[config.mk]
export PLATFORM = sky130hd
export DESIGN_NAME = fetch_pc_ir_flat
export DESIGN_NICKNAME = d
export VERILOG_FILES = /design/src/rtl/fetch_pc_ir_pkg.sv /design/src/rtl/fetch_pc_ir_if.sv /design/src/rtl/fetch_pc_ir_en_reg.sv /design/src/rtl/fetch_pc_ir.sv /design/src/flat_wrapper.sv
export SDC_FILE = /design/constraint.sdc
export NUM_CORES = 1
export LEC_CHECK = 0
export CORE_AREA = 3 3 136 138
export CTS_CLUSTER_DIAMETER = 150
export CTS_CLUSTER_SIZE = 14
export DETAILED_ROUTE_END_ITERATION = 16
export DIE_AREA = 0 0 139 141
export PLACE_DENSITY = 0.89
export SLEW_MARGIN = 20
export SYNTH_ARGS = -nofsm -noshare
export SYNTH_HDL_FRONTEND = slang
export SYNTH_SLANG_ARGS = --single-unit
[constraint.sdc]
create_clock -name clk -period 4.35 [get_ports clk]
set_input_delay 0.435 -clock clk [delete_from_list [all_inputs] [get_ports clk]]
set_output_delay 0.435 -clock clk [all_outputs]
set_load 0.1 [all_outputs]
[src/rtl/fetch_pc_ir_pkg.sv]
// Shared definitions for the multicycle fetch/holding stage:
// next-PC select encodings, reset PC default, instruction field layout
// and the jump-target helper used by the PC mux.
package fetch_pc_ir_pkg;

  // Next-PC select encodings driven by the control unit.
  localparam logic [1:0] PCSRC_ALURES = 2'b00;  // ALU result (PC+4 during fetch)
  localparam logic [1:0] PCSRC_ALUOUT = 2'b01;  // registered ALU output (branch target)
  localparam logic [1:0] PCSRC_JUMP   = 2'b10;  // pseudo-direct jump target
  localparam logic [1:0] PCSRC_RSVD   = 2'b11;  // reserved: PC reloads itself

  // Default reset PC: start of the MIPS text segment.
  localparam logic [31:0] RESET_PC_DEF = 32'h0040_0000;

  // Instruction register field bit positions.
  localparam int IR_OP_HI  = 31;
  localparam int IR_OP_LO  = 26;
  localparam int IR_RS_HI  = 25;
  localparam int IR_RS_LO  = 21;
  localparam int IR_RT_HI  = 20;
  localparam int IR_RT_LO  = 16;
  localparam int IR_RD_HI  = 15;
  localparam int IR_RD_LO  = 11;
  localparam int IR_FN_HI  = 5;
  localparam int IR_FN_LO  = 0;
  localparam int IR_IMM_HI = 15;
  localparam int IR_IMM_LO = 0;
  localparam int IR_JT_HI  = 25;
  localparam int IR_JT_LO  = 0;

  // R-type view of an instruction word; the field order matches the
  // bit positions above so a plain cast yields the decoded fields.
  typedef struct packed {
    logic [5:0] opcode;
    logic [4:0] rs;
    logic [4:0] rt;
    logic [4:0] rd;
    logic [4:0] shamt;
    logic [5:0] funct;
  } instr_fields_t;

  // Pseudo-direct jump target: upper nibble of the current PC, 26-bit
  // word index from the instruction, word aligned.
  function automatic logic [31:0] jump_target(input logic [31:0] pc,
                                              input logic [31:0] ir);
    return {pc[31:28], ir[IR_JT_HI:IR_JT_LO], 2'b00};
  endfunction

endpackage

[src/rtl/fetch_pc_ir_if.sv]
// Bus between the fetch/holding stage and its neighbours (control unit,
// ALU, unified memory). The master side drives enables and data in;
// the slave side is the fetch stage itself.
interface fetch_pc_ir_if #(
  parameter int CNT_W = 32
);

  // Control unit enables and selects.
  logic              PCWrite;
  logic              Branch;
  logic [1:0]        PCSrc;
  logic              IorD;
  logic              IRWrite;

  // Datapath and memory inputs.
  logic              Zero;
  logic [31:0]       ALUResult;
  logic [31:0]       ALUOut;
  logic [31:0]       RD;

  // Stage outputs.
  logic [31:0]       Adr;
  logic [31:0]       PC;
  logic [31:0]       Instr;
  logic [5:0]        Opcode;
  logic [5:0]        Funct;
  logic [4:0]        Rs;
  logic [4:0]        Rt;
  logic [4:0]        Rd;
  logic [31:0]       SignImm;
  logic [31:0]       ZeroImm;
  logic [31:0]       Data;
  logic [CNT_W-1:0]  instr_count;
  logic              pc_misalign;

  modport master (
    output PCWrite, Branch, PCSrc, IorD, IRWrite,
    output Zero, ALUResult, ALUOut, RD,
    input  Adr, PC, Instr, Opcode, Funct, Rs, Rt, Rd,
    input  SignImm, ZeroImm, Data, instr_count, pc_misalign
  );

  modport slave (
    input  PCWrite, Branch, PCSrc, IorD, IRWrite,
    input  Zero, ALUResult, ALUOut, RD,
    output Adr, PC, Instr, Opcode, Funct, Rs, Rt, Rd,
    output SignImm, ZeroImm, Data, instr_count, pc_misalign
  );

endinterface

[src/rtl/fetch_pc_ir_en_reg.sv]
// Purpose: W-bit enable-gated register with async active-low reset to RST_VAL.
// Latency: one clock edge from d_i to q_o when en_i is high.
// Backpressure: none; en_i low simply holds the stored value.
module fetch_pc_ir_en_reg #(
  parameter int             W       = 32,
  parameter logic [W-1:0]   RST_VAL = '0
) (
  input  logic         clk,
  input  logic         rst_n,
  input  logic         en_i,
  input  logic [W-1:0] d_i,
  output logic [W-1:0] q_o
);

  logic [W-1:0] q_q;

  // Capture d_i on enabled edges, otherwise hold.
  always_ff @(posedge clk or negedge rst_n) begin
    if (!rst_n) begin
      q_q <= RST_VAL;
    end else if (en_i) begin
      q_q <= d_i;
    end
  end

  assign q_o = q_q;

endmodule

[src/rtl/fetch_pc_ir.sv]
// Purpose: multicycle-MIPS PC/IR/MDR holding stage with next-PC select and IR field decode.
// Latency: registers update on the edge their enable is seen; Adr and IR-field outputs are combinational.
// Backpressure: none; the control unit sequences everything through PCWrite/Branch/IRWrite.
module fetch_pc_ir
  import fetch_pc_ir_pkg::*;
#(
  parameter logic [31:0] RESET_PC = RESET_PC_DEF,
  // Must match the CNT_W of the connected fetch_pc_ir_if instance.
  parameter int          CNT_W    = 32
) (
  input  logic          clk,
  input  logic          rst_n,
  fetch_pc_ir_if.slave  bus
);

  logic              pc_en;
  logic [31:0]       pc_next_d;
  logic [31:0]       pc_q;
  logic [31:0]       ir_q;
  logic [31:0]       mdr_q;
  logic [CNT_W-1:0]  cnt_q;
  logic [CNT_W-1:0]  cnt_d;
  logic              mis_q;
  logic              mis_d;
  instr_fields_t     ir_f;

  // A taken beq (Branch with Zero) writes PC just like an unconditional update.
  assign pc_en = bus.PCWrite | (bus.Branch & bus.Zero);

  // Next-PC mux; the jump target is built from the pre-edge PC and IR.
  // The reserved code reloads the current PC so an enabled write is a no-op.
  always_comb begin
    pc_next_d = pc_q;
    case (bus.PCSrc)
      PCSRC_ALURES: pc_next_d = bus.ALUResult;
      PCSRC_ALUOUT: pc_next_d = bus.ALUOut;
      PCSRC_JUMP:   pc_next_d = jump_target(pc_q, ir_q);
      PCSRC_RSVD:   pc_next_d = pc_q;
      default:      pc_next_d = pc_q;
    endcase
  end

  // Program counter.
  fetch_pc_ir_en_reg #(
    .W       (32),
    .RST_VAL (RESET_PC)
  ) u_pc_reg (
    .clk   (clk),
    .rst_n (rst_n),
    .en_i  (pc_en),
    .d_i   (pc_next_d),
    .q_o   (pc_q)
  );

  // Instruction register; in a fetch cycle it captures RD read at the old
  // PC on the same edge that PC advances, since both sample pre-edge values.
  fetch_pc_ir_en_reg #(
    .W       (32),
    .RST_VAL (32'h0)
  ) u_ir_reg (
    .clk   (clk),
    .rst_n (rst_n),
    .en_i  (bus.IRWrite),
    .d_i   (bus.RD),
    .q_o   (ir_q)
  );

  // Memory data register: samples the read bus every cycle.
  fetch_pc_ir_en_reg #(
    .W       (32),
    .RST_VAL (32'h0)
  ) u_mdr_reg (
    .clk   (clk),
    .rst_n (rst_n),
    .en_i  (1'b1),
    .d_i   (bus.RD),
    .q_o   (mdr_q)
  );

  // Retired-instruction count (one per IR load, wraps silently) and the
  // sticky misalignment flag, which also fires on a reserved-select hold.
  always_comb begin
    cnt_d = cnt_q;
    if (bus.IRWrite) begin
      cnt_d = cnt_q + {{(CNT_W-1){1'b0}}, 1'b1};
    end
    mis_d = mis_q | (pc_en & (|pc_next_d[1:0]));
  end

  // Debug state registers; only reset clears the misalignment flag.
  always_ff @(posedge clk or negedge rst_n) begin
    if (!rst_n) begin
      cnt_q <= '0;
      mis_q <= 1'b0;
    end else begin
      cnt_q <= cnt_d;
      mis_q <= mis_d;
    end
  end

  // Field decode straight off the IR.
  assign ir_f = instr_fields_t'(ir_q);

  // Unified memory address: PC for fetch, ALUOut for loads/stores.
  assign bus.Adr         = bus.IorD ? bus.ALUOut : pc_q;
  assign bus.PC          = pc_q;
  assign bus.Instr       = ir_q;
  assign bus.Opcode      = ir_f.opcode;
  assign bus.Funct       = ir_f.funct;
  assign bus.Rs          = ir_f.rs;
  assign bus.Rt          = ir_f.rt;
  assign bus.Rd          = ir_f.rd;
  assign bus.SignImm     = {{16{ir_q[IR_IMM_HI]}}, ir_q[IR_IMM_HI:IR_IMM_LO]};
  assign bus.ZeroImm     = {16'h0000, ir_q[IR_IMM_HI:IR_IMM_LO]};
  assign bus.Data        = mdr_q;
  assign bus.instr_count = cnt_q;
  assign bus.pc_misalign = mis_q;

endmodule
[src/flat_wrapper.sv]
// flat-port wrapper written by rule: the top's interface ports become plain ports
module fetch_pc_ir_flat import fetch_pc_ir_pkg::*;
#(
  parameter logic [31:0] RESET_PC = RESET_PC_DEF,
                                                                   
  parameter int          CNT_W    = 32
)
  (clk, rst_n, bus_PCWrite, bus_Branch, bus_PCSrc, bus_IorD, bus_IRWrite, bus_Zero, bus_ALUResult, bus_ALUOut, bus_RD, bus_Adr, bus_PC, bus_Instr, bus_Opcode, bus_Funct, bus_Rs, bus_Rt, bus_Rd, bus_SignImm, bus_ZeroImm, bus_Data, bus_instr_count, bus_pc_misalign);
  fetch_pc_ir_if #(.CNT_W(CNT_W)) bus_i ();
  input  logic clk;
  input  logic rst_n;
  input wire logic [$bits(bus_i.PCWrite)-1:0] bus_PCWrite;
  input wire logic [$bits(bus_i.Branch)-1:0] bus_Branch;
  input wire logic [$bits(bus_i.PCSrc)-1:0] bus_PCSrc;
  input wire logic [$bits(bus_i.IorD)-1:0] bus_IorD;
  input wire logic [$bits(bus_i.IRWrite)-1:0] bus_IRWrite;
  input wire logic [$bits(bus_i.Zero)-1:0] bus_Zero;
  input wire logic [$bits(bus_i.ALUResult)-1:0] bus_ALUResult;
  input wire logic [$bits(bus_i.ALUOut)-1:0] bus_ALUOut;
  input wire logic [$bits(bus_i.RD)-1:0] bus_RD;
  output wire logic [$bits(bus_i.Adr)-1:0] bus_Adr;
  output wire logic [$bits(bus_i.PC)-1:0] bus_PC;
  output wire logic [$bits(bus_i.Instr)-1:0] bus_Instr;
  output wire logic [$bits(bus_i.Opcode)-1:0] bus_Opcode;
  output wire logic [$bits(bus_i.Funct)-1:0] bus_Funct;
  output wire logic [$bits(bus_i.Rs)-1:0] bus_Rs;
  output wire logic [$bits(bus_i.Rt)-1:0] bus_Rt;
  output wire logic [$bits(bus_i.Rd)-1:0] bus_Rd;
  output wire logic [$bits(bus_i.SignImm)-1:0] bus_SignImm;
  output wire logic [$bits(bus_i.ZeroImm)-1:0] bus_ZeroImm;
  output wire logic [$bits(bus_i.Data)-1:0] bus_Data;
  output wire logic [$bits(bus_i.instr_count)-1:0] bus_instr_count;
  output wire logic [$bits(bus_i.pc_misalign)-1:0] bus_pc_misalign;
  assign bus_i.PCWrite = bus_PCWrite;
  assign bus_i.Branch = bus_Branch;
  assign bus_i.PCSrc = bus_PCSrc;
  assign bus_i.IorD = bus_IorD;
  assign bus_i.IRWrite = bus_IRWrite;
  assign bus_i.Zero = bus_Zero;
  assign bus_i.ALUResult = bus_ALUResult;
  assign bus_i.ALUOut = bus_ALUOut;
  assign bus_i.RD = bus_RD;
  assign bus_Adr = bus_i.Adr;
  assign bus_PC = bus_i.PC;
  assign bus_Instr = bus_i.Instr;
  assign bus_Opcode = bus_i.Opcode;
  assign bus_Funct = bus_i.Funct;
  assign bus_Rs = bus_i.Rs;
  assign bus_Rt = bus_i.Rt;
  assign bus_Rd = bus_i.Rd;
  assign bus_SignImm = bus_i.SignImm;
  assign bus_ZeroImm = bus_i.ZeroImm;
  assign bus_Data = bus_i.Data;
  assign bus_instr_count = bus_i.instr_count;
  assign bus_pc_misalign = bus_i.pc_misalign;
  fetch_pc_ir #(.RESET_PC(RESET_PC), .CNT_W(CNT_W)) u_core (.clk(clk), .rst_n(rst_n), .bus(bus_i));
endmodule
; ---- After elaboration in Yosys (flattened, before gate mapping)
; Index checks and enable logic that the tools add are counted.
[word_totals]
regBits = 129
[classes]
addsub = 1
eq_ne = 3
muxes = 2
bitwise = 6
n_reduce_logical = 4
[op_table]
columns = cell, count
row1 = one-hot mux 32 bit (4 select lines), 1
row2 = adder 32 x 1 -> 32 bit (second input constant), 1
row3 = two-way mux 32 bit, 1
row4 = equality test 2 bit (second input constant), 2
row5 = AND reduction 3 bit, 1
row6 = bitwise AND 1 bit, 2
row7 = equality test 2 x 1 -> 1 bit (second input constant), 1
row8 = logical NOT 2 bit, 1
row9 = NOT 1 bit, 2
row10 = OR 1 bit, 2
row11 = AND reduction 2 bit, 1
row12 = OR reduction 2 bit, 1

; ---- Depth between registers and ports, before layout
; Gate-level depths: netlist of the first run.
[logic_depth]
ltp_word = 5
depth_mapped = 6

; ---- Modules after synthesis
; From an unflattened synthesis of the first run, not the netlist that was laid out.
[hier_totals]
cells_unflattened = 515
area_unflattened_um2 = 7357.1
[modules_own_cells]
columns = mod, n_inst, cells_each, area_each_um2, seq_area_each_um2
row1 = fetch_pc_ir, 1, 311, 3320.7, 825.8
row2 = fetch_pc_ir_en_reg at u_core.u_ir_reg ..., 2, 68, 1345.0, 800.8
row3 = fetch_pc_ir_en_reg at u_core.u_pc_reg, 1, 68, 1346.3, 802.0

; ---- Least setup slack after synthesis of the first run
; No wires, ideal clock.
[synth_path]
path_type = flip-flop to flip-flop
from = register u_core.cnt_q[0], in the netlist u_core.bus.instr_count[0]
to = register u_core.cnt_q[16], in the netlist u_core.bus.instr_count[16]
arrival_ns = 2.130
path_slack_ns = 2.061
path_stages_with_launch = 6
synth_period_minus_slack_ns = 2.289
path_cell_list = dfrtp_1 > ha_1 > nand4_4 > nor4_4 > nand3_1 > xnor2_1
[synth_between]
elab_chain_cells = 1
[synth_rtl]
columns = element, line
row1 = start: declaration, fetch_pc_ir.sv:21  ; logic [CNT_W-1:0] cnt_q;
row2 = start signal: assignment, fetch_pc_ir.sv:96  ; cnt_q <= cnt_d;
row3 = adder 32 x 1 -> 32 bit, fetch_pc_ir.sv:85  ; cnt_d = cnt_q + {{(CNT_W-1){1'b0}}, 1'b1};
; No other way between the ends.
; A chain may end at the register's enable or synchronous reset.

; ---- Worst setup path in the final report of the first run
[layout_path]
from = input port bus_IorD
to = output port bus_Adr[14]
[layout_between]
elab_chain_cells = 1
[layout_rtl]
columns = element, line
row1 = start: declaration, flat_wrapper.sv:15  ; input wire logic [$bits(bus_i.IorD)-1:0] bus_IorD;
row2 = two-way mux 32 bit, fetch_pc_ir.sv:105  ; assign bus.Adr = bus.IorD ? bus.ALUOut : pc_q;
row3 = end: declaration, flat_wrapper.sv:21  ; output wire logic [$bits(bus_i.Adr)-1:0] bus_Adr;
; No other way between the ends.

==> impl_metrics.yaml, run 1 <==
pwr:
  comb_power_share: 0.465
  power.density_nw_per_um2: 558
  leakage_nw: 4.29
  pwr-share-clk: 0.273
  seqPwrFrac: 0.262
  irDropWorstVdd_uv: 381
  p_int_w: 0.00289
  switching_share: 0.484
  p_sw_w: 0.00271
sta:
  slew_headroom: 0.312
  clock.fmax_ghz: 0.340
  fin_ws_ps: 1410
  rsz0062_at_grt: "no"
  drv_slew: 0
  period_share: 0.675
  setup_tns_ps: 0
  hold_viol: 0
  post-route-min-period_ps: 2940
  hold_ws_ps: 102
  setup_viol: 0
  tightest_slew_ps: 1030
  skew_ps: 10.9
grt:
  grt_pass1_wl_microns: 31500
  grt_pass1_vias: 5491
  grt-ovfl-total: 0
  grt_max_degree: 98
  grt_antenna_before_repair: 0
  grtUsageTotal: 0.205
die:
  die_h_microns: 141
  core_sq_um: 17300
  pin_count: 357
  die_x_microns: 139
  start_util: 0.372
  fp-row-count: 48
  dieArea_sq_um: 19600
routing:
  ant_nets: 0
  vias: 5141
  dr.pass1.iters: 4
  via_per_inst: 4.84
  post_drt_wl_per_cell_microns: 19.0
  drtIter0Drc: 188
  drc_errors: 0
  detail_route.wirelength_microns: 20200
synthesis:
  yosys_warnings: 0
  ys_types: 35
  synthCells: 561
  synth.area.top_cells: "dfrtp_1 50%, mux2_2 12%, buf_4 11%, mux2i_1 4.7%, xor2_1 2.5%"
  yosys.cell_count.top_type: "dfrtp_1"
  ys_seq_area_frac: 0.502
  synth_edf_count: 0
  synth_ff_type: "dfrtp_1"
  syn_area_per_cell_sq_um: 11.5
  yosysTopAreaCellShare: 0.498
  synth-seq-cells: 129
  synth_commonest_cells: "128 x dfrtp_1, 94 x buf_4, 69 x mux2_2, 41 x nand2_1, 32 x nor2_1"
  syn_area_sq_um: 6430
  netlist.top_cell.by_area: "dfrtp_1"
  async_flop_share: 1.00
layout:
  drive_above_1_share: 0.158
  num_antenna_cells: 0
  area_growth_pct: 56.1
  num-fill-cells: 1402
  fin_nets: 931
  final_util: 0.580
  final_area_sq_um: 10000
setup_path:
  crit_chain: "buf_2 -> mux2_2 -> clkdlybuf4s50_1"
  crit_slowest_cell: "clkdlybuf4s50_1"
  critPathCaptureType: "output pin"
  path_max_fanout: 32
  worst-setup-path-type: "in -> out"
  worst_ep_arrival_time_ps: 2500
  required_ps: 3910
  rr_worst_depth: 5
  slowest_delay_ps: 1140
  reg2reg_slack_ps: 2620
  start_kind: "input port"
  regToRegEndpoint: "u_core.bus.instr_count[18]"
  r2r_start: "u_core.bus.instr_count[0]"
cts:
  ctsResizeCount: 0
  cts.sinks: 129
  cts_setup_buffers: 0
  cts_tree: "done"
  numCtsBuffers: 17
  postCtsHoldBufs: 0
  cts.clk_slew.worst_paths_ps: 60
  clk_latency_ps: 410
  clock_path_buffers: 2
  clk_root_buffer_cell: "clkbuf_16"
  htreeDepth: 4
place:
  gp_congestion: 0.856
  port_buffers: 340
  placed_area_sq_um: 9400
  dpl_worst_slack_ps: 1410
  hpwl_microns: 15200
outcome:
  status: "completed"
flow_run:
  drv_cap: 0
worst_hold_path:
  min_path_type: "in -> async"
-- layer usage --
layer / part of all wire / global-route usage / vias up
li1: - / - / 2350
met4: 0.018 / 0.0582 / 0
met3: 0.057 / 0.0482 / 30
met1: 0.39 / 0.244 / 2529
met5: 0 / 0 / -
met2: 0.53 / 0.370 / 232
-- worst max path at each step --
stage / startpoint / to / depth (start not counted)
after CTS: bus_IorD / bus_Adr[14] / 3
after floorplan: u_core.bus.instr_count[0] / u_core.bus.instr_count[16] / 5
after global placement: bus_IorD / bus_Adr[1] / 3
after global routing: bus_IorD / bus_Adr[20] / 3
final: bus_IorD / bus_Adr[14] / 3
after detailed placement: bus_IorD / bus_Adr[14] / 3
-- cell usage in the layout, fill, tap and decap left out, types with 4 or more instances in the layout --
master           instances
nand4_1                  5
nor4_2                   8
buf_4                    6
xor2_1                  18
o21ai_0                 30
dfrtp_1                128
xnor2_1                 13
buf_2                    4
mux2i_1                 30
clkdlybuf4s50_1        335
nand2_1                 41
nor2_1                  32
mux2_2                  69
a21oi_1                 27
nand3_1                 10
and3_1                   5
clkbuf_16               17
conb_1                  16
bufinv_16                4
nor3_1                   5
-- kinds of logic after synthesis --
kind of cell,count (synthesis),synth area share
muxes,99,0.168
and+or+nand+nor,120,0.110
DFF,129,0.502
xor gates and xnor gates,31,0.0422
adders and majority gates,1,0.00195
other,1,0.000583
buffers and inverters,119,0.126
AOI/OAI and AO/OA,61,0.0494
-- stage by stage --
stage | power, W | std cells
global route | 0.00577 | 1063
finish | 0.00560 | 1063
CTS | 0.00564 | 1063
detailed placement | 0.00409 | 1031
floorplan | 0.00353 | 576
global placement | 0.00407 | 1031
-- area by class of cell --
class / count / area [sq um] / area share
clock buffer: 20 / 457 / 0.0455
clock inverter: 12 / 179 / 0.0178
inverter: 3 / 11.3 / 0.00112
multi-input combinational: 328 / 2450 / 0.244
sequential: 129 / 3230 / 0.322
tap: 225 / 282 / 0.0280
timing repair buffer: 346 / 3430 / 0.342
-- registers in the layout, summed over array words and instances (netlist names) --
register	flops
u_core.u_mdr_reg.q_o	32
u_core.u_ir_reg.q_o	32
u_core.bus.instr_count	32
u_core.u_pc_reg.q_o	32
u_core.bus.pc_misalign	1
-- power by group through the flow --
stage          sequential (W)  clock (W)  combinational, W
2_1_floorplan         0.00231          0           0.00122
3_3_place_gp          0.00148          0           0.00259
3_5_place_dp          0.00149          0           0.00261
4_1_cts               0.00147    0.00156           0.00261
5_1_grt               0.00149    0.00161           0.00266
6_report              0.00147    0.00153           0.00260
-- critical path: cells and delay by family --
kind / cells / cell delay, ps
buffers and inverters: 2 / 1750
multiplexers: 1 / 290
(Power assumes the default switching activity.)
==> inputs of run 2 (changes only) <==
--- a/config.mk
+++ b/config.mk
@@ -5,12 +5,12 @@
 export SDC_FILE = /design/constraint.sdc
 export NUM_CORES = 1
 export LEC_CHECK = 0
-export CORE_AREA = 3 3 136 138
+export CORE_AREA = 3 3 137 139
 export CTS_CLUSTER_DIAMETER = 150
 export CTS_CLUSTER_SIZE = 14
 export DETAILED_ROUTE_END_ITERATION = 16
-export DIE_AREA = 0 0 139 141
-export PLACE_DENSITY = 0.89
+export DIE_AREA = 0 0 140 142
+export PLACE_DENSITY = 0.88
 export SLEW_MARGIN = 20
 export SYNTH_ARGS = -nofsm -noshare
 export SYNTH_HDL_FRONTEND = slang
==> constraint.sdc (replaced) <==
create_clock -name clk -period 3 [get_ports clk]
set_input_delay 0.3 -clock clk [delete_from_list [all_inputs] [get_ports clk]]
set_output_delay 0.3 -clock clk [all_outputs]
set_load 0.1 [all_outputs]
==> run 2 against run 1 <==
Against the previous run:
- clock power up 33%
- design area decreased by 5.8%
- sequential power up 45%
- final cell count grew 0.47%
- highest routed layer is now met5
==> impl_metrics.yaml, run 2 (synthesized netlist as in run 1, its figures left out) <==
layout:
  num_antenna_cells: 0
  final_area_sq_um: 9460
  final_util: 0.532
  drive_above_1_share: 0.423
  fin_cells: 1068
  area_growth_pct: 47.1
  most-common-layout-cells: "228 x buf_4, 128 x dfrtp_1, 112 x clkdlybuf4s50_1"
  final_common_cell: "buf_4"
  fin_nets: 932
routing:
  dr.pass1.iters: 4
  via_per_inst: 4.69
  vias: 5011
  post_drt_wl_per_cell_microns: 17.8
  drtIter0Drc: 107
  drc_errors: 0
  detail_route.wirelength_microns: 19000
  ant_nets: 0
cts:
  htreeDepth: 4
  cts.clk_slew.worst_paths_ps: 60
  cts_setup_buffers: 0
  cts.sinks: 129
  clk_latency_ps: 410
  cts_tree: "done"
  ctsResizeCount: 0
  clock_path_buffers: 2
  clk_root_buffer_cell: "clkbuf_16"
  numCtsBuffers: 17
  postCtsHoldBufs: 1
die:
  die_h_microns: 142
  die_x_microns: 140
  core_sq_um: 17800
  start_util: 0.362
  pin_count: 357
  dieArea_sq_um: 19900
  fp-row-count: 49
grt:
  met2_usage: 0.335
  grtUsageTotal: 0.187
  grt_use_met1: 0.227
  grt_antenna_before_repair: 1
  grt_pass1_vias: 5037
  grt-ovfl-total: 0
  gr-usage-met3: 0.0477
  grt_max_degree: 75
  busiest_layer: "met2"
  grt_pass1_wl_microns: 29300
setup_path:
  start_kind: "register"
  crit_slowest_cell: "clkdlybuf4s50_1"
  crit_buf_inv: 1
  crit_chain: "clkdlybuf4s50_1"
  worst_ep_arrival_time_ps: 1900
  slowest_delay_ps: 1140
  path_max_fanout: 3
  critPathCaptureType: "output pin"
  required_ps: 2700
  path_delay_family: "buffers and inverters"
  worst-setup-path-type: "reg -> out"
sta:
  clock.fmax_ghz: 0.454
  period_share: 0.735
  post-route-min-period_ps: 2200
  slew_headroom: 0.347
  hold_viol: 0
  setup_tns_ps: 0
  drv_slew: 0
  rsz0062_at_grt: "no"
  setup_viol: 0
  skew_ps: 8.78
  tightest_slew_ps: 976
place:
  port_buffers: 340
  gp_congestion: 0.839
  placed_area_sq_um: 8860
  hpwl_microns: 14400
  placed_cells: 1035
outcome:
  status: "completed"
pwr:
  power.density_nw_per_um2: 825
  power.total_w: 0.00780
  irDropWorstVdd_uv: 450
  leakage_nw: 4.53
worst_hold_path:
  min_path_type: "in -> reg"
flow_run:
  drv_cap: 0
-- run 2: changes by cell type in the layout (fill, tap and decap cells not counted), sizes merged --
cell / previous run / this run
inv: 6 / 4
clkinv: 2 / 6
buf: 11 / 234
clkbuf: 20 / 19
bufinv: 4 / 2
clkdlybuf4s50: 335 / 112
dlygate4sd3: 0 / 1
clkinvlp: 3 / 4
-- run 2: worst paths after layout --
path	startpoint	to	slack, ps	cells past startpoint
setup / recovery	u_core.u_pc_reg.q_o[23]	bus_PC[23]	800	1
hold / removal	bus_IRWrite	u_core.bus.instr_count[2]	200	3
setup reg to reg	u_core.bus.instr_count[0]	u_core.bus.instr_count[18]	1290	5
hold reg to reg	u_core.bus.instr_count[31]	u_core.bus.instr_count[31]	480	1
max in group asynchronous	rst_n	u_core.u_mdr_reg.q_o[10]	1790	3
min in group asynchronous	rst_n	u_core.bus.instr_count[29]	410	2
-- run 2: through the flow --
stage	hold slack [ps]	setup WS [ps]
floorplan	4.41	711
global placement	283	1070
detailed placement	293	1050
CTS	183	769
global route	188	740
finish	203	796
-- run 2: final cells by class --
type                            count  area (sq um)
Sequential cell                   129          3230
Tap cell                          229           287
Clock inverter                     13           136
Timing Repair Buffer              347          2890
Inverter                            3          11.3
Fill cell                        1575          8320
Clock buffer                       19           453
Multi-Input combinational cell    328          2450
-- run 2: power by group --
part	switching, W	internal [W]
registers	0.000212	0.00191
clock network	0.000769	0.00126
logic	0.00292	0.000724
total	0.00390	0.00390
-- run 2: layer usage --
layer  vias to the layer above  part of all wire
li1                       2354                 -
met1                      2439              0.39
met2                       202              0.53
met3                        14             0.069
met4                         2            0.0096
met5                         -           0.00037
==> inputs of run 3 (changes only) <==
--- a/config.mk
+++ b/config.mk
@@ -5,12 +5,13 @@
 export SDC_FILE = /design/constraint.sdc
 export NUM_CORES = 1
 export LEC_CHECK = 0
-export CORE_AREA = 3 3 137 139
+export CORE_ASPECT_RATIO = 1.4
+export CORE_MARGIN = 3
+export CORE_UTILIZATION = 35
 export CTS_CLUSTER_DIAMETER = 150
 export CTS_CLUSTER_SIZE = 14
 export DETAILED_ROUTE_END_ITERATION = 16
-export DIE_AREA = 0 0 140 142
-export PLACE_DENSITY = 0.88
+export PLACE_DENSITY = 0.89
 export SLEW_MARGIN = 20
 export SYNTH_ARGS = -nofsm -noshare
 export SYNTH_HDL_FRONTEND = slang
==> constraint.sdc (replaced) <==
create_clock -name clk -period 1.9 [get_ports clk]
set_input_delay 0.19 -clock clk [delete_from_list [all_inputs] [get_ports clk]]
set_output_delay 0.19 -clock clk [all_outputs]
set_load 0.1 [all_outputs]
==> run 3 against run 2 <==
Against the previous run:
- worst hold slack improved by 27 ps
- design area increased by 9.0%
- setup slack got worse by 570 ps
- clock power increased by 64%
- global-route usage increased by 0.91 points
- critical endpoint is now u_core.bus.instr_count[18]
- largest power group unchanged
==> impl_metrics.yaml, run 3 (synthesized netlist as in run 1, its figures left out) <==
setup_path:
  critPathCaptureType: "register"
  worst-setup-path-type: "reg -> reg"
  path_max_fanout: 9
  start_kind: "register"
  slowest_delay_ps: 430
  crit_slowest_cell: "dfrtp_4"
  required_ps: 2190
  crit_chain: "ha_1 -> nand4_4 -> nor4_4 -> nand3_1 -> xnor2_1"
  worst_ep_arrival_time_ps: 1960
pwr:
  power.total_w: 0.0129
  power.density_nw_per_um2: 1250
  irDropWorstVdd_uv: 666
  leakage_nw: 4.81
layout:
  area_growth_pct: 60.4
  final_common_cell: "buf_4"
  drive_above_1_share: 0.478
  multi_input_area_sq_um: 2450
  num-fill-cells: 1468
  fin_nets: 939
  num_antenna_cells: 0
  regArea_sq_um: 3270
  most-common-layout-cells: "187 x buf_4, 100 x dfrtp_1, 99 x clkdlybuf4s50_1"
die:
  dieArea_sq_um: 20100
  start_util: 0.357
  die_x_microns: 121
  die_h_microns: 166
  pin_count: 357
  core_sq_um: 18000
  fp-row-count: 58
sta:
  hold_viol: 0
  rsz0062_at_grt: "no"
  period_share: 0.880
  post-route-min-period_ps: 1670
  clock.fmax_ghz: 0.598
  setup_viol: 0
  setup_tns_ps: 0
  drv_slew: 0
  skew_ps: 8.94
grt:
  grt_pass1_wl_microns: 30900
  grt-ovfl-total: 0
  grt_pass1_vias: 5398
  grt_antenna_before_repair: 0
  grt_max_degree: 53
  grtUsageTotal: 0.196
cts:
  cts_tree: "done"
  clk_root_buffer_cell: "clkbuf_16"
  cts.sinks: 129
  postCtsHoldBufs: 1
  clk_latency_ps: 410
  cts.clk_slew.worst_paths_ps: 60
  numCtsBuffers: 17
  cts_setup_buffers: 0
  ctsResizeCount: 0
  htreeDepth: 4
  clock_path_buffers: 2
worst_hold_path:
  min_path_type: "in -> reg"
routing:
  met1_length_microns: 7260
  met3_length_microns: 1390
  dr.max_layer_used: "met4"
  vias: 5150
  via_per_inst: 4.74
  drc_errors: 0
  ant_nets: 0
  post_drt_wl_per_cell_microns: 18.5
  wl_met2_microns: 11000
  detail_route.wirelength_microns: 20100
  drtIter0Drc: 217
  dr.pass1.iters: 4
flow_run:
  drv_cap: 0
outcome:
  status: "completed"
place:
  port_buffers: 340
  hpwl_microns: 15500
  gp_congestion: 0.781
[run 3: area by class of cell]
| class | instances | area share |
|---|---|---|
| Clock buffer | 19 | 0.0439 |
| Clock inverter | 13 | 0.0146 |
| Inverter | 3 | 0.00109 |
| Multi-Input combinational cell | 328 | 0.238 |
| Sequential cell | 129 | 0.317 |
| Tap cell | 240 | 0.0291 |
| Timing Repair Buffer | 354 | 0.357 |
[run 3: worst max-delay path, delay by kind of cell, from the launching register on]
kind,cells,cell delay (ps)
adders and majority gates,1,220
and+or+nand+nor,3,760
DFF,1,430
xor gates and xnor gates,1,150
[run 3: power breakdown]
| part | switching (W) | internal (W) | total [W] |
|---|---|---|---|
| registers | 0.000313 | 0.00304 | 0.00336 |
| logic | 0.00474 | 0.00152 | 0.00626 |
| clock network | 0.00129 | 0.00203 | 0.00332 |
[run 3: path summary, 6_finish.rpt]
kind	startpoint	to	slack [ps]	depth (start not counted)
setup / recovery	u_core.bus.instr_count[0]	u_core.bus.instr_count[18]	230	5
hold / removal	bus_IRWrite	u_core.bus.instr_count[4]	230	3
setup reg to reg	u_core.bus.instr_count[0]	u_core.bus.instr_count[18]	230	5
hold reg to reg	u_core.bus.instr_count[31]	u_core.bus.instr_count[31]	480	1
max in group asynchronous	rst_n	u_core.u_pc_reg.q_o[22]	930	3
min in group asynchronous	rst_n	u_core.bus.instr_count[11]	300	2
[run 3: through the flow]
stage                     area [sq um]  hold WS (ps)  utilization  setup WS (ps)  cells
after floorplan                   6530          -106            -           58.8    576
after global placement            9700           159        0.539            324   1053
after detailed placement          9700           164        0.539            236   1053
after CTS                        10300           211        0.573            215   1086
after global routing             10300           215        0.573            111   1086
final                            10300           230        0.573            229   1086
[run 3: routing by layer]
layer / GRT usage / vias up
li1: - / 2357
met1: 0.218 / 2531
met2: 0.358 / 231
met3: 0.0549 / 31
met4: 0.0592 / 0
met5: 0 / -
==> variant: new RTL, flow settings as in run 2 <==
Make the reset (`rst_n`) synchronous in 2 clocked blocks. Comments in the files are not updated.
--- a/src/rtl/fetch_pc_ir_en_reg.sv
+++ b/src/rtl/fetch_pc_ir_en_reg.sv
@@ -16,5 +16,5 @@
 
   // Capture d_i on enabled edges, otherwise hold.
-  always_ff @(posedge clk or negedge rst_n) begin
+  always_ff @(posedge clk) begin
     if (!rst_n) begin
       q_q <= RST_VAL;
--- a/src/rtl/fetch_pc_ir.sv
+++ b/src/rtl/fetch_pc_ir.sv
@@ -89,5 +89,5 @@
 
   // Debug state registers; only reset clears the misalignment flag.
-  always_ff @(posedge clk or negedge rst_n) begin
+  always_ff @(posedge clk) begin
     if (!rst_n) begin
       cnt_q <= '0;
Function: differs if rst_n is asserted again (counterexample within 4 cycles, from zero or initial values and one cycle with rst_n low); with rst_n held inactive, the same outputs for 10 cycles.
==> variant against run 2 <==
  * Sequential cell count unchanged
  * Wire length up 4.6%
  * Die area unchanged
  * Worst setup slack worse by 4.6 ps
  * Total power down 22%
  * Cell area down 2.4%
  * Final cell count up 10%
  * Global-route usage up 0.35 points
  * Synthesized area down 3.0%
  * Sequential share of layout area down 6.2 points
  * Synthesized cell count up 22%
  * Hold slack better by 180 ps
  * Highest routed layer is now met4
==> variant: results <==
export IMPL_dp_hpwl_mm=14.7
export IMPL_routed_wl_mm=19.9
export IMPL_async_flop_share=0
export IMPL_ys_types=38
export IMPL_rr_endpoint="u_core.bus.instr_count[28]$_SDFFE_PN0P_"
export IMPL_rrSetupSlack_ps=810
export IMPL_clkbuf_count=20
export IMPL_nFillCells=1632
export IMPL_synth_fa_ha_area_frac=0.00201
export IMPL_p_leak_nw=4.06
export IMPL_clock_cell_area_share=0.0599
export IMPL_fin_ws_ps=791
export IMPL_inverters=5
export IMPL_synth_common_cells="dfxtp_1, nor2_1, buf_4"
export IMPL_drive_above_1_share=0.304
export IMPL_post_place_ws_ps=854
export IMPL_finalNonFillerCells=1175
export IMPL_setup_worst_path_start="u_core.u_ir_reg.q_o[28]$_SDFFE_PN0P_"
export IMPL_outcome="finished clean"
export IMPL_peakVddDrop_mv=0.396
export IMPL_synth_xor_area_frac=0.0168
export IMPL_relSlewSlack=0.327
export IMPL_placed_area_mm2=0.00868
export IMPL_vias=5748
export IMPL_first_iter_violations=215
export IMPL_place_gp_congestion=0.831
export IMPL_buf_share=0.317
export IMPL_grt_pass1_wl_mm=30.1
export IMPL_nMultiInputCombCells=433
-- variant: cell count changes after synthesis, sizes merged, moves of 10 or more --
cell	run 2	this run
a211oi	0	29
a21oi	27	46
and2	0	32
clkbuf	15	27
dfrtp	128	0
dfxtp	0	129
mux2	69	34
mux2i	30	64
nand2	41	11
nor2	32	105
o21ai	30	8
o31ai	0	10
or4	0	11
xor2	18	6
-- variant: layer usage --
layer  track usage  share of wire
met1         0.217           0.39
met2         0.344           0.52
met3        0.0598          0.079
met4        0.0525          0.014
met5             0              0
-- variant: cell families (layout without fill, tap and decap cells) --
logic type | count (synthesis) | in the layout
compound gates | 100 | 100
xor+xnor | 12 | 12
fa+ha+maj | 1 | 1
buf+inv | 137 | 384
flops | 129 | 129
mux | 98 | 98
other cells | 1 | 16
simple gates | 206 | 206
-- variant: worst min-delay path by stage --
stage                                      startpoint                              endpoint  slack [ps]  cells after the start
finish                                   bus_PCSrc[0]  u_core.u_pc_reg.q_o[29]$_SDFFE_PN0P_         380                      3
global route                             bus_PCSrc[0]  u_core.u_pc_reg.q_o[29]$_SDFFE_PN0P_         380                      3
CTS                                      bus_PCSrc[0]  u_core.u_pc_reg.q_o[29]$_SDFFE_PN0P_         370                      3
detailed placement  u_core.bus.pc_misalign$_SDFF_PN0_     u_core.bus.pc_misalign$_SDFF_PN0_         460                      1
global placement    u_core.bus.pc_misalign$_SDFF_PN0_     u_core.bus.pc_misalign$_SDFF_PN0_         450                      1
floorplan                                   bus_RD[0]    u_core.u_mdr_reg.q_o[0]$_SDFF_PN0_         420                      1
-- variant: report_power, final --
| group | switching (mW) | internal [mW] |
|---|---|---|
| clock network | 0.746 | 1.21 |
| registers | 0.0844 | 1.80 |
| logic | 1.74 | 0.492 |
| total | 2.57 | 3.50 |
